$ cat src/rtl/lmg_move_unpacker.sv
// Unpacks 8-slot LMG FIFO words into a stream of 18-bit moves with a running index,
// ending the list on an all-invalid word or an empty FIFO.
//
// state     | meaning
// IDLE      | waiting for start, move_count holds last list total
// WAIT_DONE | list started, waiting for the generator to finish
// REQ       | pop one FIFO word, or finish if the FIFO is empty
// WAIT_DATA | read latency in flight, latch word and valid mask
// SCAN      | hand out valid slots lowest-first, one per handshake
// FINISH    | one-cycle list_done pulse
module lmg_move_unpacker #(
  parameter int SLOTS    = 8,
  parameter int MOVE_W   = 18,
  parameter int CNT_W    = 8,
  parameter int FIFO_LAT = 1
) (
  input  logic                        clk,
  input  logic                        reset,
  input  logic                        start,
  input  logic                        lmg_done,
  input  logic                        lmg_fifo_empty,
  output logic                        lmg_rden,
  input  logic [SLOTS*(MOVE_W+1)-1:0] lmg_fifo_out,
  output logic                        move_valid,
  input  logic                        move_ready,
  output logic [MOVE_W-1:0]           move_data,
  output logic [CNT_W-1:0]            move_index,
  output logic [CNT_W-1:0]            move_count,
  output logic                        list_done,
  output logic                        overflow,
  output logic                        busy
);

  localparam int SLOT_W = MOVE_W + 1;
  localparam int LAT_W  = (FIFO_LAT > 1) ? $clog2(FIFO_LAT) : 1;
  localparam logic [CNT_W-1:0] CNT_MAX = '1;

  typedef enum logic [2:0] {IDLE, WAIT_DONE, REQ, WAIT_DATA, SCAN, FINISH} state_t;

  state_t            state, stateNext;
  logic [MOVE_W-1:0] slotData [SLOTS];
  logic [SLOTS-1:0]  mask, fifoMask, selOh;
  logic [MOVE_W-1:0] selData;
  logic [CNT_W-1:0]  moveCount;
  logic              overflowReg;
  logic [LAT_W-1:0]  latCnt;
  logic              accept, latchWord;

  always_comb begin
    fifoMask = '0;
    for (int k = 0; k < SLOTS; k++) fifoMask[k] = ~lmg_fifo_out[k*SLOT_W + MOVE_W];
  end

  // Walk from the top so the lowest set mask bit wins.
  always_comb begin
    selOh   = '0;
    selData = '0;
    for (int k = SLOTS - 1; k >= 0; k--) begin
      if (mask[k]) begin
        selOh    = '0;
        selOh[k] = 1'b1;
        selData  = slotData[k];
      end
    end
  end

  assign accept    = (state == SCAN) && move_ready;
  assign latchWord = (state == WAIT_DATA) && (latCnt == '0);

  always_comb begin
    stateNext = state;
    lmg_rden  = 1'b0;
    case (state)
      IDLE:      if (start) stateNext = WAIT_DONE;
      WAIT_DONE: if (lmg_done) stateNext = REQ;
      REQ: begin
        if (lmg_fifo_empty) begin
          stateNext = FINISH;
        end else begin
          lmg_rden  = 1'b1;
          stateNext = WAIT_DATA;
        end
      end
      WAIT_DATA: if (latchWord) stateNext = (fifoMask == '0) ? FINISH : SCAN;
      SCAN:      if (accept && ((mask & ~selOh) == '0)) stateNext = REQ;
      FINISH:    stateNext = IDLE;
      default:   stateNext = IDLE;
    endcase
  end

  always_ff @(posedge clk or negedge reset) begin
    if (!reset) begin
      state       <= IDLE;
      mask        <= '0;
      moveCount   <= '0;
      overflowReg <= 1'b0;
      latCnt      <= '0;
      for (int k = 0; k < SLOTS; k++) slotData[k] <= '0;
    end else begin
      state <= stateNext;
      if (state == IDLE && start) begin
        moveCount   <= '0;
        overflowReg <= 1'b0;
      end
      if (state == REQ && !lmg_fifo_empty) begin
        latCnt <= LAT_W'(FIFO_LAT - 1);
      end else if (state == WAIT_DATA && latCnt != '0) begin
        latCnt <= latCnt - 1'b1;
      end
      if (latchWord) begin
        mask <= fifoMask;
        for (int k = 0; k < SLOTS; k++) slotData[k] <= lmg_fifo_out[k*SLOT_W +: MOVE_W];
      end else if (accept) begin
        mask <= mask & ~selOh;
      end
      // Count saturates; later moves are still handed out at the max index.
      if (accept) begin
        if (moveCount == CNT_MAX) overflowReg <= 1'b1;
        else                      moveCount   <= moveCount + 1'b1;
      end
    end
  end

  assign move_valid = (state == SCAN);
  assign move_data  = move_valid ? selData : '0;
  assign move_index = move_valid ? moveCount : '0;
  assign move_count = moveCount;
  assign list_done  = (state == FINISH);
  assign overflow   = overflowReg;
  assign busy       = (state != IDLE);

endmodule

$ cat config.mk
export PLATFORM = sky130hd
export DESIGN_NAME = lmg_move_unpacker
export DESIGN_NICKNAME = d
export VERILOG_FILES = /design/src/rtl/lmg_move_unpacker.sv
export SDC_FILE = /design/constraint.sdc
export NUM_CORES = 1
export LEC_CHECK = 0
export CORE_ASPECT_RATIO = 1.25
export CORE_MARGIN = 4
export CORE_UTILIZATION = 35
export CTS_CLUSTER_SIZE = 25
export DETAILED_ROUTE_END_ITERATION = 10
export DONT_BUFFER_PORTS = 1
export SLEW_MARGIN = 0
export SYNTH_ARGS = -nofsm -noshare
export SYNTH_HDL_FRONTEND = slang
export SYNTH_SLANG_ARGS = --single-unit
$ cat constraint.sdc
create_clock -name clk -period 3.5 [get_ports clk]
set_input_delay 0.35 -clock clk [delete_from_list [all_inputs] [get_ports clk]]
set_output_delay 0.35 -clock clk [all_outputs]
set_load 0.05 [all_outputs]
==> metrics <==
ys async rst share 1.00; Worst Hold Class primary input to async pin; diodes inserted 0; DRT iter0 DRCs around 530; Yosys reg bits roughly 170; Die Wd roughly 140 um; Hold Buf Count CTS 2; most frequent cells in the layout nand2_1, dfrtp_1, a221oi_1, inv_1, o21ai_0; Critical Path AT 2.86 ns; TritonCTS clock tree done; final WL ~25 mm; Final Instance Area ~0.0086 sq mm; P&R area growth vs syn 10.5%; Max VDD drop around 0.4 mV; fin crit share 0.916; final hold slack -0.386 ns; Ys Warns 0; RSZ-0062 raised after global routing no; Synth Instances about 900; met3 WL post-DR 1.51 mm; die height 175 um; largest net degree at the start of global routing approximately 170; port bufs 0; FMAX about 310 MHz; Synth Area per Inst ~8.7 sq um; Setup CP Type flop to output port; Routed Antenna Nets 0; setup violators final 0; initial core utilization 0.359; crit path capture type output port; Initial DRT Pass Iterations 4; clock-pin slew on the worst setup and hold paths around 0.070 ns; maxcap violations 0; vias in the first global route roughly 6,300; pwr dens about 940 mW/mm^2; Total Routing Usage GR 0.197; Num CTS Buffers 17; Least-Margin Pin Slew 1.10 ns; Synth area leader dfrtp_1; final worst clock skew between 0.015 and 0.02 ns; Root Driver clkbuf_16; num rows 60; Synth Cell Area 0.00783 sq mm; DRC Markers 0; Startpoint Class flop; setup bufs post-CTS 0; vias per cell ~5.4; GR Overflow Total 0; Core ar. approximately 0.022 sq mm; total power approximately 8.1 mW; EDFF count, synth 0; min cycle time layout between 3 and 4 ns; status finished with violations; routability cong. between 0.8 and 0.9; Sw Pwr around 3.4 mW; violated checks hold timing; Comb pwr share 0.333; global-route wire length before repair roughly 37 mm; top_reg_cell synth dfrtp_1; CTS Buffer Depth 2; Final Max Slew Viols 0; Crit Path Max Fanout 14; switch share 0.422; initial antenna violation count 0; Clock power frac 0.227; post-DP HPWL 17.9 mm; Setup TNS 0 ns; Seq pwr share 0.440; Slew HR 0.267; Critical Path RT 3.15 ns; Boundary Pins about 200; post-synthesis sequential area ratio 0.528; leakage approximately 4.1 nW; DIE AREA roughly 0.025 sq mm; clk_lat worst skew 0.43 ns; post-synth net total between 1,000 and 1,500; Synth area leaders dfrtp_1, nand2_1, a221oi_1; cell area after placement ~0.008 sq mm; clock sinks 165; # resized after CTS 0; H-Tree Depth 4; Nets just over 1,000; layout cell share with drive strength beyond 1 0.0894; commonest non-fill, non-tap cell in the layout nand2_1; WL met2 between 10 and 15 mm; synth unique cells 53; top cell type's share of synthesized area 0.528; WL met1 about 9.4 mm; final hold viol count between 150 and 200; max layer used met4; DR vias 6,232; Int Power 4.71 mW; DR WL/cell between 20 and 25 um
## cell usage after synthesis, types with 4 or more instances
cell type  instances
nand3b_1           4
a211oi_1           4
buf_2             27
a211o_1           14
o21ai_1           12
nand2_1          405
clkbuf_1          32
a221o_1            4
o221ai_1           8
dfrtp_1          165
a221oi_1          31
a21oi_1           17
o211ai_1           5
o221ai_2          10
nand3_1            7
nor2_1            19
a2111oi_0          4
a2111oi_2         11
inv_1             26
o21ai_0           25
and2_1            11
## power by group through the flow
stage               registers, mW  logic [mW]  clock network, mW
global route                 3.67        3.06               1.97
detailed placement           3.62        2.71                  0
floorplan                    3.20        2.27                  0
finish                       3.59        2.71               1.85
CTS                          3.59        2.73               1.89
global placement             3.62        2.66                  0
## flip-flops by register name, indices dropped and copies added (netlist names)
| register | flops |
|---|---|
| overflow | 1 |
| state | 3 |
| move_count | 8 |
| mask | 8 |
| slotData | 144 |
| latCnt | 1 |
## logic make-up after synthesis
| family | Yosys count | share of synthesized area |
|---|---|---|
| xor+xnor | 1 | 0.00112 |
| fa+ha+maj | 2 | 0.00288 |
| simple gates | 474 | 0.248 |
| buf+inv | 92 | 0.0523 |
| compound gates | 161 | 0.168 |
| flops | 165 | 0.528 |
## critical path, stage by stage, from the launching register on
cell	delay [ns]
dfrtp_1	0.57
nand2b_1	0.70
o221ai_1	0.24
a2111oi_0	0.44
a211o_1	0.48
## metal layers
layer,vias up,track usage
li1,2969,-
met1,3010,0.228
met2,218,0.348
met3,35,0.0487
met4,0,0.0780
met5,-,0
## per-stage QoR
stage / util / hold WS (ns) / cells / worst slack (ns)
global placement: 0.370 / 0.0642 / 1129 / 0.806
detailed placement: 0.370 / 0.0650 / 1129 / 0.776
floorplan: - / 0.0544 / 895 / 1.15
CTS: 0.397 / -0.400 / 1163 / 0.290
global route: 0.397 / -0.403 / 1163 / 0.0496
finish: 0.397 / -0.386 / 1163 / 0.295
## path summary, 6_finish.rpt
| path | startpoint | to | slack (ns) | cells past startpoint |
|---|---|---|---|---|
| min reg2reg | slotData[136] | slotData[136] | 0.48 | 2 |
| max in group asynchronous | reset | slotData[81] | 3.51 | 0 |
| min in group clk | lmg_fifo_out[132] | mask[6] | 0.01 | 1 |
| max | mask[1] | move_data[3] | 0.29 | 4 |
| max reg2reg | state[0] | slotData[38] | 1.01 | 4 |
| min | reset | move_count[1] | -0.39 | 0 |
## final cells by class
| class | count | area [sq um] |
|---|---|---|
| multi-input cells | 638 | 3310 |
| clock inverters | 14 | 139 |
| well taps | 279 | 349 |
| fillers | 2257 | 13100 |
| clock buffers | 18 | 429 |
| repair buffers | 21 | 188 |
| inverters | 28 | 105 |
| flip-flops and latches | 165 | 4130 |
(Power assumes the default switching activity.)
